[config.mk]
export PLATFORM = sky130hd
export DESIGN_NAME = cla_pipe_addsub
export DESIGN_NICKNAME = d
export VERILOG_FILES = /design/src/rtl/cla_pipe_addsub.sv
export SDC_FILE = /design/constraint.sdc
export NUM_CORES = 1
export LEC_CHECK = 0
export BUFFER_PORTS_ARGS = -buffer_cell sky130_fd_sc_hd__buf_2
export CAP_MARGIN = 25
export CORE_MARGIN = 2
export CORE_UTILIZATION = 56
export CTS_BUF_LIST = sky130_fd_sc_hd__clkbuf_8
export DETAILED_ROUTE_END_ITERATION = 10
export PLACE_DENSITY = 0.87
export SKIP_LAST_GASP = 1
export SLEW_MARGIN = 5
export SYNTH_ARGS = -nofsm -noshare
export SYNTH_HDL_FRONTEND = slang
export SYNTH_SLANG_ARGS = --single-unit
[constraint.sdc]
create_clock -name clk -period 4.08 [get_ports clk]
set_clock_uncertainty 0.15 [all_clocks]
set_input_delay 0.204 -clock clk [delete_from_list [all_inputs] [get_ports clk]]
set_output_delay 0.204 -clock clk [all_outputs]
set_load 0.005 [all_outputs]
[src/rtl/cla_pipe_addsub.sv]
// Pipelined carry-lookahead adder/subtractor built from 4-bit lookahead groups.
// Define CLA_FLAGS_EN to add the registered zero (zf) and negative (nf) flag outputs.
module cla_pipe_addsub #(
    parameter int unsigned WIDTH  = 32,
    parameter int unsigned STAGES = 2
) (
    input  logic             clk,
    input  logic             reset_n,
    input  logic             in_valid,
    output logic             in_ready,
    input  logic [WIDTH-1:0] a,
    input  logic [WIDTH-1:0] b,
    input  logic             ci,
    input  logic             sub,
    output logic             out_valid,
    input  logic             out_ready,
    output logic [WIDTH-1:0] s,
    output logic             co,
    output logic             ovf
`ifdef CLA_FLAGS_EN
    ,
    output logic             zf,
    output logic             nf
`endif
);

    localparam int unsigned G  = WIDTH / (4 * STAGES);
    localparam int unsigned AW = $clog2(WIDTH);

    // Per-stage inputs: index 0 is the conditioned operand set, k>0 the registers of stage k-1.
    logic [WIDTH-1:0] st_a [STAGES];
    logic [WIDTH-1:0] st_b [STAGES];
    logic [WIDTH-1:0] st_s [STAGES];
    logic             st_c [STAGES];
    logic             st_v [STAGES];
    logic             st_o [STAGES];

    logic [WIDTH-1:0] s_q;
    logic             co_q;
    logic             ovf_q;
    logic             out_valid_q;
    logic             stall;

    // Returns {carry into bit 3, carry out, sum[3:0]} of one lookahead group.
    function automatic logic [5:0] cla4(input logic [3:0] x, input logic [3:0] y,
                                        input logic cin);
        logic [3:0] g;
        logic [3:0] p;
        logic       c1, c2, c3, c4;
        g  = x & y;
        p  = x ^ y;
        c1 = g[0] | (p[0] & cin);
        c2 = g[1] | (p[1] & g[0]) | (p[1] & p[0] & cin);
        c3 = g[2] | (p[2] & g[1]) | (p[2] & p[1] & g[0]) | (p[2] & p[1] & p[0] & cin);
        c4 = g[3] | (p[3] & g[2]) | (p[3] & p[2] & g[1]) | (p[3] & p[2] & p[1] & g[0])
           | (p[3] & p[2] & p[1] & p[0] & cin);
        return {c3, c4, p ^ {c3, c2, c1, cin}};
    endfunction

    assign stall    = out_valid_q & ~out_ready;
    assign in_ready = ~stall;

    assign st_a[0] = a;
    assign st_b[0] = sub ? ~b : b;
    assign st_s[0] = '0;
    assign st_c[0] = sub ? 1'b1 : ci;
    assign st_v[0] = in_valid & ~stall;

    for (genvar k = 0; k < STAGES; k++) begin : g_stage
        logic [WIDTH-1:0] s_d;
        logic             c_d;
        logic             m_d;
        logic [5:0]       r;

        // Ripple group carries across this stage's slice of groups.
        always_comb begin
            s_d = st_s[k];
            c_d = st_c[k];
            m_d = 1'b0;
            r   = '0;
            for (int unsigned gi = 0; gi < G; gi++) begin
                r = cla4(st_a[k][AW'((k * G + gi) * 4) +: 4],
                         st_b[k][AW'((k * G + gi) * 4) +: 4], c_d);
                s_d[AW'((k * G + gi) * 4) +: 4] = r[3:0];
                m_d = r[5];
                c_d = r[4];
            end
        end

        assign st_o[k] = m_d ^ c_d;

        if (k == STAGES - 1) begin : g_last
            always_ff @(posedge clk) begin
                if (!reset_n) begin
                    out_valid_q <= 1'b0;
                    s_q         <= '0;
                    co_q        <= 1'b0;
                    ovf_q       <= 1'b0;
`ifdef CLA_FLAGS_EN
                    zf          <= 1'b0;
                    nf          <= 1'b0;
`endif
                end else if (!stall) begin
                    out_valid_q <= st_v[k];
                    s_q         <= s_d;
                    co_q        <= c_d;
                    ovf_q       <= st_o[k];
`ifdef CLA_FLAGS_EN
                    zf          <= (s_d == '0);
                    nf          <= s_d[WIDTH-1];
`endif
                end
            end
        end else begin : g_mid
            logic [WIDTH-1:0] a_q;
            logic [WIDTH-1:0] b_q;
            logic [WIDTH-1:0] s_q;
            logic             c_q;
            logic             v_q;

            always_ff @(posedge clk) begin
                if (!reset_n) begin
                    a_q <= '0;
                    b_q <= '0;
                    s_q <= '0;
                    c_q <= 1'b0;
                    v_q <= 1'b0;
                end else if (!stall) begin
                    a_q <= st_a[k];
                    b_q <= st_b[k];
                    s_q <= s_d;
                    c_q <= c_d;
                    v_q <= st_v[k];
                end
            end

            assign st_a[k+1] = a_q;
            assign st_b[k+1] = b_q;
            assign st_s[k+1] = s_q;
            assign st_c[k+1] = c_q;
            assign st_v[k+1] = v_q;
        end
    end

    assign out_valid = out_valid_q;
    assign s         = s_q;
    assign co        = co_q;
    assign ovf       = ovf_q;

endmodule
Yosys cells after proc, flatten, opt, wreduce, memory -nomap -nowiden
Cells that the tools add are included.
{"block": "classes", "shift": 0, "multipliers": 0, "mux": 2, "reduce_logical": 0, "n_addsub": 0, "n_eq_ne": 0, "n_lt_le_gt_ge": 0, "bitwise_logic": 238, "n_div": 0}
{"op": "$and 1x1->1", "n": 130}
{"op": "$or 1x1->1", "n": 80}
{"op": "$xor 4x4->4", "n": 16}
{"op": "$and 4x4->4", "n": 8}
{"op": "$mux 32", "n": 1}
{"op": "$not 32->32", "n": 1}
{"op": "$not 1->1", "n": 2}
{"op": "$mux 1", "n": 1}
{"op": "$xor 1x1->1", "n": 1}
{"block": "totals", "n_memories": 0, "ramBits": 0, "reg_bits": 117, "output_inout_bits": 36, "rom_bits": 0, "latchBits": 0}

Depth between registers and ports, before layout
{"block": "logic_depth", "depth_word": 15, "ltp_mapped": 14, "ltp_nobuf": 11}

Least setup slack after synthesis
OpenSTA, ideal clock, no wires.
{"block": "synth_path", "kind": "input port to flip-flop", "from": "input sub", "to": "register g_stage[0].g_mid.s_q[13]", "slack_ns": 0.995, "t_arrival_ns": 2.865, "required_time_ns": 3.860, "stages": 13, "cell_sequence": "buf_4 buf_2 buf_1 xor2_1 ha_1 nand3_1 a21oi_1 o211ai_1 o211a_1 fa_1 xnor2_1 nand2_1 a21oi_1"}
{"block": "synth_via", "elab_chain_cells": 14}
{"item": "start, declared", "line_no": "14", "text": "input logic sub,"}
{"item": "$mux 32", "line_no": "64", "text": "assign st_b[0] = sub ? ~b : b;"}
{"item": "$xor 4x4->4 or $and 4x4->4 (tied branches)", "line_no": "51, 50"}
{"item": "$and 1x1->1, on equally long branches", "line_no": "55, 56"}
{"item": "$or 1x1->1 (tied with other cells) (2 in a row)", "line_no": "55", "text": "c4 = g[3] | (p[3] & g[2]) | (p[3] & p[2] & g[1]) | (p[3] & p[2] & p[1] & g[0])"}
{"item": "$or 1x1->1 or $and 1x1->1 (tied branches)", "line_no": "55, 56"}
{"item": "$or 1x1->1", "line_no": "56", "text": "| (p[3] & p[2] & p[1] & p[0] & cin);"}
{"item": "$and 1x1->1", "line_no": "56"}
{"item": "$or 1x1->1", "line_no": "56"}
{"item": "$and 1x1->1", "line_no": "56"}
{"item": "$or 1x1->1", "line_no": "56"}
{"item": "$and 1x1->1", "line_no": "52", "text": "c1 = g[0] | (p[0] & cin);"}
{"item": "$or 1x1->1", "line_no": "52"}
{"item": "$xor 4x4->4 (*)", "line_no": "57", "text": "return {c3, c4, p ^ {c3, c2, c1, cin}};"}
{"item": "end signal, assigned", "line_no": "125", "text": "s_q <= '0;"}
{"item": "end signal, assigned", "line_no": "131", "text": "s_q <= s_d;"}
{"item": "end, declared", "line_no": "117", "text": "logic [WIDTH-1:0] s_q;"}
Mark *: on every way between the ends. The rest lies on a longest branch, timed or not.
A chain may end at the register's enable or synchronous reset.

Worst setup path in the final report
{"block": "layout_path", "from": "register g_stage[0].g_mid.a_q[16]", "to": "register s_q[29], in the netlist s[29]"}
{"block": "layout_via", "elab_chain_cells": 11}
{"item": "start, declared", "line_no": "115", "text": "logic [WIDTH-1:0] a_q;"}
{"item": "start signal, assigned", "line_no": "129", "text": "a_q <= st_a[k];"}
{"item": "$and 4x4->4 or $xor 4x4->4 (tied branches)", "line_no": "50, 51"}
{"item": "$and 1x1->1, on equally long branches", "line_no": "55, 56"}
{"item": "$or 1x1->1 or $and 1x1->1 (tied branches)", "line_no": "55, 56"}
{"item": "$or 1x1->1 (*)", "line_no": "56"}
{"item": "$and 1x1->1 (*)", "line_no": "56"}
{"item": "$or 1x1->1 (*)", "line_no": "56"}
{"item": "$and 1x1->1 (*)", "line_no": "56"}
{"item": "$or 1x1->1 (*)", "line_no": "56"}
{"item": "$and 1x1->1 (*)", "line_no": "52"}
{"item": "$or 1x1->1 (*)", "line_no": "52"}
{"item": "$xor 4x4->4 (*)", "line_no": "57"}
{"item": "end signal, assigned", "line_no": "96", "text": "s_q <= '0;"}
{"item": "end signal, assigned", "line_no": "105", "text": "s_q <= s_d;"}
{"item": "end, declared", "line_no": "38", "text": "logic [WIDTH-1:0] s_q;"}
Marked as above.

==> flow_summary.json <==
{
  "drc_errors": 0,
  "core_um2": 7730,
  "crit_type": "reg2reg",
  "clk_pin_slew_worst_paths_ns": 0.08,
  "tightest_slew_ns": 0.724,
  "dieWidth_um": 93.5,
  "routedWlPerCell_um": 13.4,
  "grt_max_degree": 58,
  "synth_cells": 533,
  "syn_area_per_cell_um2": 8.42,
  "maxSlewViolCount": 0,
  "cts-root-buf": "clkbuf_8",
  "rows": 32,
  "n_antenna_cell": 0,
  "grt-ovfl-total": 0,
  "grt_pass1_wl_um": 16800,
  "cellLeakagePower_nw": 2.59,
  "worstPathRequired_ns": 4.20,
  "ys_warn_count": 0,
  "violations": "negative hold slack",
  "nets": 759,
  "grt_pass1_vias": 3845,
  "antenna_found_initial": 0,
  "whs_ns": -0.00168,
  "timing.slew.headroom_pct": 51.7,
  "crit_path_top_delay_cell": "a211oi_1",
  "track_usage_pct": 24.1,
  "via_per_inst": 5.29,
  "ant_nets": 0,
  "synthXorXnorAreaFrac_pct": 9.96,
  "cp-end-kind": "register",
  "finish.utilization_pct": 72.3,
  "fill_cells": 598,
  "layout_common_cells": "buf_2 (105), nand2_1 (101), dfxtp_1 (85)",
  "post-cts-setup-buffers": 0,
  "vias": 4000,
  "drive_gt1_share_pct": 21.1,
  "hold_viol": 1,
  "timing.final.crit_period_ns": 2.91,
  "hpwl_um": 7190,
  "ir_drop_mv": 0.361,
  "synthFlopType": "dfxtp_1",
  "place_ws_ns": 1.07,
  "cp_data_arrival_time_ns": 3.03,
  "synth_seq_area_share_pct": 37.9,
  "finalSetupTns_ns": 0,
  "hold_class": "in2reg",
  "final_common_cell": "buf_2",
  "cp_cell_sequence": "ha_1 -> a211oi_1 -> o21ai_1 -> a211oi_1 -> or3_1 -> o211ai_1 -> fa_1 -> xnor2_1 -> a211oi_1",
  "die_h_um": 93.5,
  "wl_um": 10100,
  "critPathMaxStageDelay_ns": 0.43,
  "dpl-instance-area_um2": 5070,
  "clock-sinks": 85,
  "timing.final.ws_setup_ns": 1.17,
  "clock_latency_ns": 0.36,
  "synth_edf_count": 0,
  "pin_count": 106,
  "synth-simple-area-share_pct": 15.6,
  "area_delta_synth_final_pct": 24.6,
  "yosysUniqueCellTypes": 45,
  "synth-seq-cells": 85,
  "rsz0062_at_grt": "no",
  "design_area_um2": 5590,
  "die_area_um2": 8740,
  "synth_mux_area_share_pct": 0.223,
  "pwr_density_cell_nw_per_um2": 407,
  "gp_routability_congestion": 0.851,
  "setup_violations": 0,
  "first_iter_violations": 261,
  "firstDrtPassIters": 4,
  "synth_top_family_by_area": "compound AO/OA/AOI/OAI gates",
  "synthAdderAreaFrac_pct": 12.5,
  "h-tree-depth": 3,
  "start_util_pct": 58.1,
  "outcome": "finished with violations",
  "drv_cap": 0,
  "max_freq_mhz": 344,
  "portBuffers": 105,
  "synth.cell_area_um2": 4490,
  "cts_tree": "done",
  "synth-compound-area-share_pct": 19.2,
  "syn_nets": 643,
  "cp_max_fo": 4,
  "crit_path_frequent_cell": "a211oi_1",
  "start_kind": "register",
  "async_flop_share_pct": 0,
  "cts_made_buffers": 9,
  "min_period_over_period_pct": 71.3,
  "clockBufferDepth": 2
}
-- final cells by class --
| type | count | area [um^2] | area share, % |
|---|---|---|---|
| Timing Repair Buffer | 135 | 813 | 14.5 |
| Inverter | 23 | 87.6 | 1.57 |
| Tap cell | 102 | 128 | 2.28 |
| Clock buffer | 10 | 138 | 2.46 |
| Multi-Input combinational cell | 395 | 2590 | 46.3 |
| Sequential cell | 85 | 1700 | 30.4 |
| Clock inverter | 6 | 134 | 2.39 |
-- power breakdown --
| part | internal, W | leakage (nW) | total, W | switching [W] |
|---|---|---|---|---|
| Clock | 0.000485 | 0.136 | 0.000783 | 0.000298 |
| Combinational | 0.000246 | 1.75 | 0.000512 | 0.000266 |
| Sequential | 0.000927 | 0.705 | 0.000982 | 0.0000551 |
-- critical path, delay by kind of cell, from the launching register on --
| family | cells | cell delay (ns) |
|---|---|---|
| XOR/XNOR | 1 | 0.15 |
| adder cells (fa/ha/maj) | 2 | 0.69 |
| flip-flops | 1 | 0.34 |
| AO/OA/AOI/OAI | 5 | 1.30 |
| AND/OR/NAND/NOR | 1 | 0.19 |
-- cell usage after synthesis (2+ instances only) --
cell | number | share of area, %
a211oi_1 | 31 | 5.2
a21o_1 | 4 | 0.67
a21oi_1 | 62 | 6.9
a31oi_1 | 2 | 0.28
buf_1 | 7 | 0.59
clkbuf_1 | 21 | 1.8
dfxtp_1 | 85 | 38
fa_1 | 8 | 3.6
ha_1 | 32 | 8.9
inv_1 | 21 | 1.8
nand2_1 | 101 | 8.4
nand2b_1 | 3 | 0.42
nand3_1 | 9 | 1.0
nand4_1 | 2 | 0.28
nand4b_1 | 2 | 0.39
nor2_1 | 44 | 3.7
o211ai_1 | 4 | 0.67
o21a_1 | 3 | 0.50
o21ai_0 | 11 | 1.2
o21ai_1 | 4 | 0.45
o221ai_2 | 2 | 0.67
o31ai_1 | 2 | 0.33
or3_1 | 2 | 0.28
xnor2_1 | 28 | 5.5
xor2_1 | 23 | 4.5
-- metal layers --
layer  GRT usage [%]  wire (um)  vias to the layer above
met5               0          0                        -
met4            7.48        246                        0
met3            5.32        444                       26
met2            43.0       5180                       89
met1            28.7       4260                     1838
li1                -          -                     2047
-- flip-flops by register name (all words and copies together) (netlist names), 16 cells and up --
register           flops
s                     32
g_stage.g_mid.a_q     16
g_stage.g_mid.s_q     16
g_stage.g_mid.b_q     16
-- final timing paths --
path	from	to	slack, ns	depth (start not counted)
hold / removal	b[21]	g_stage[0].g_mid.b_q[21]	-0.002	3
setup / recovery	g_stage[0].g_mid.a_q[16]	s[29]	1.17	9
setup reg to reg	g_stage[0].g_mid.a_q[16]	s[29]	1.17	9
hold reg to reg	s[12]	s[12]	0.30	2
-- cell families (layout without fill, tap and decap cells) --
group	after synthesis	in the layout
AO/OA/AOI/OAI	133	133
AND/OR/NAND/NOR	170	170
XOR/XNOR	51	51
adder cells (fa/ha/maj)	40	40
buffers and inverters	53	174
flip-flops	85	85
multiplexers	1	1
-- stage by stage --
step,total power [W],std cells
2_1_floorplan,0.00133,533
3_3_place_gp,0.00147,715
3_5_place_dp,0.00149,715
4_1_cts,0.00228,756
5_1_grt,0.00239,756
6_report,0.00228,756
-- repair_timing --
| item | CTS | global route |
|---|---|---|
| gates resized for setup | 0 | 0 |
| endpoints found under the hold margin | 25 | 0 |
| hold buffers | 25 | 0 |
Note: power is estimated with default switching activity, not from simulation.
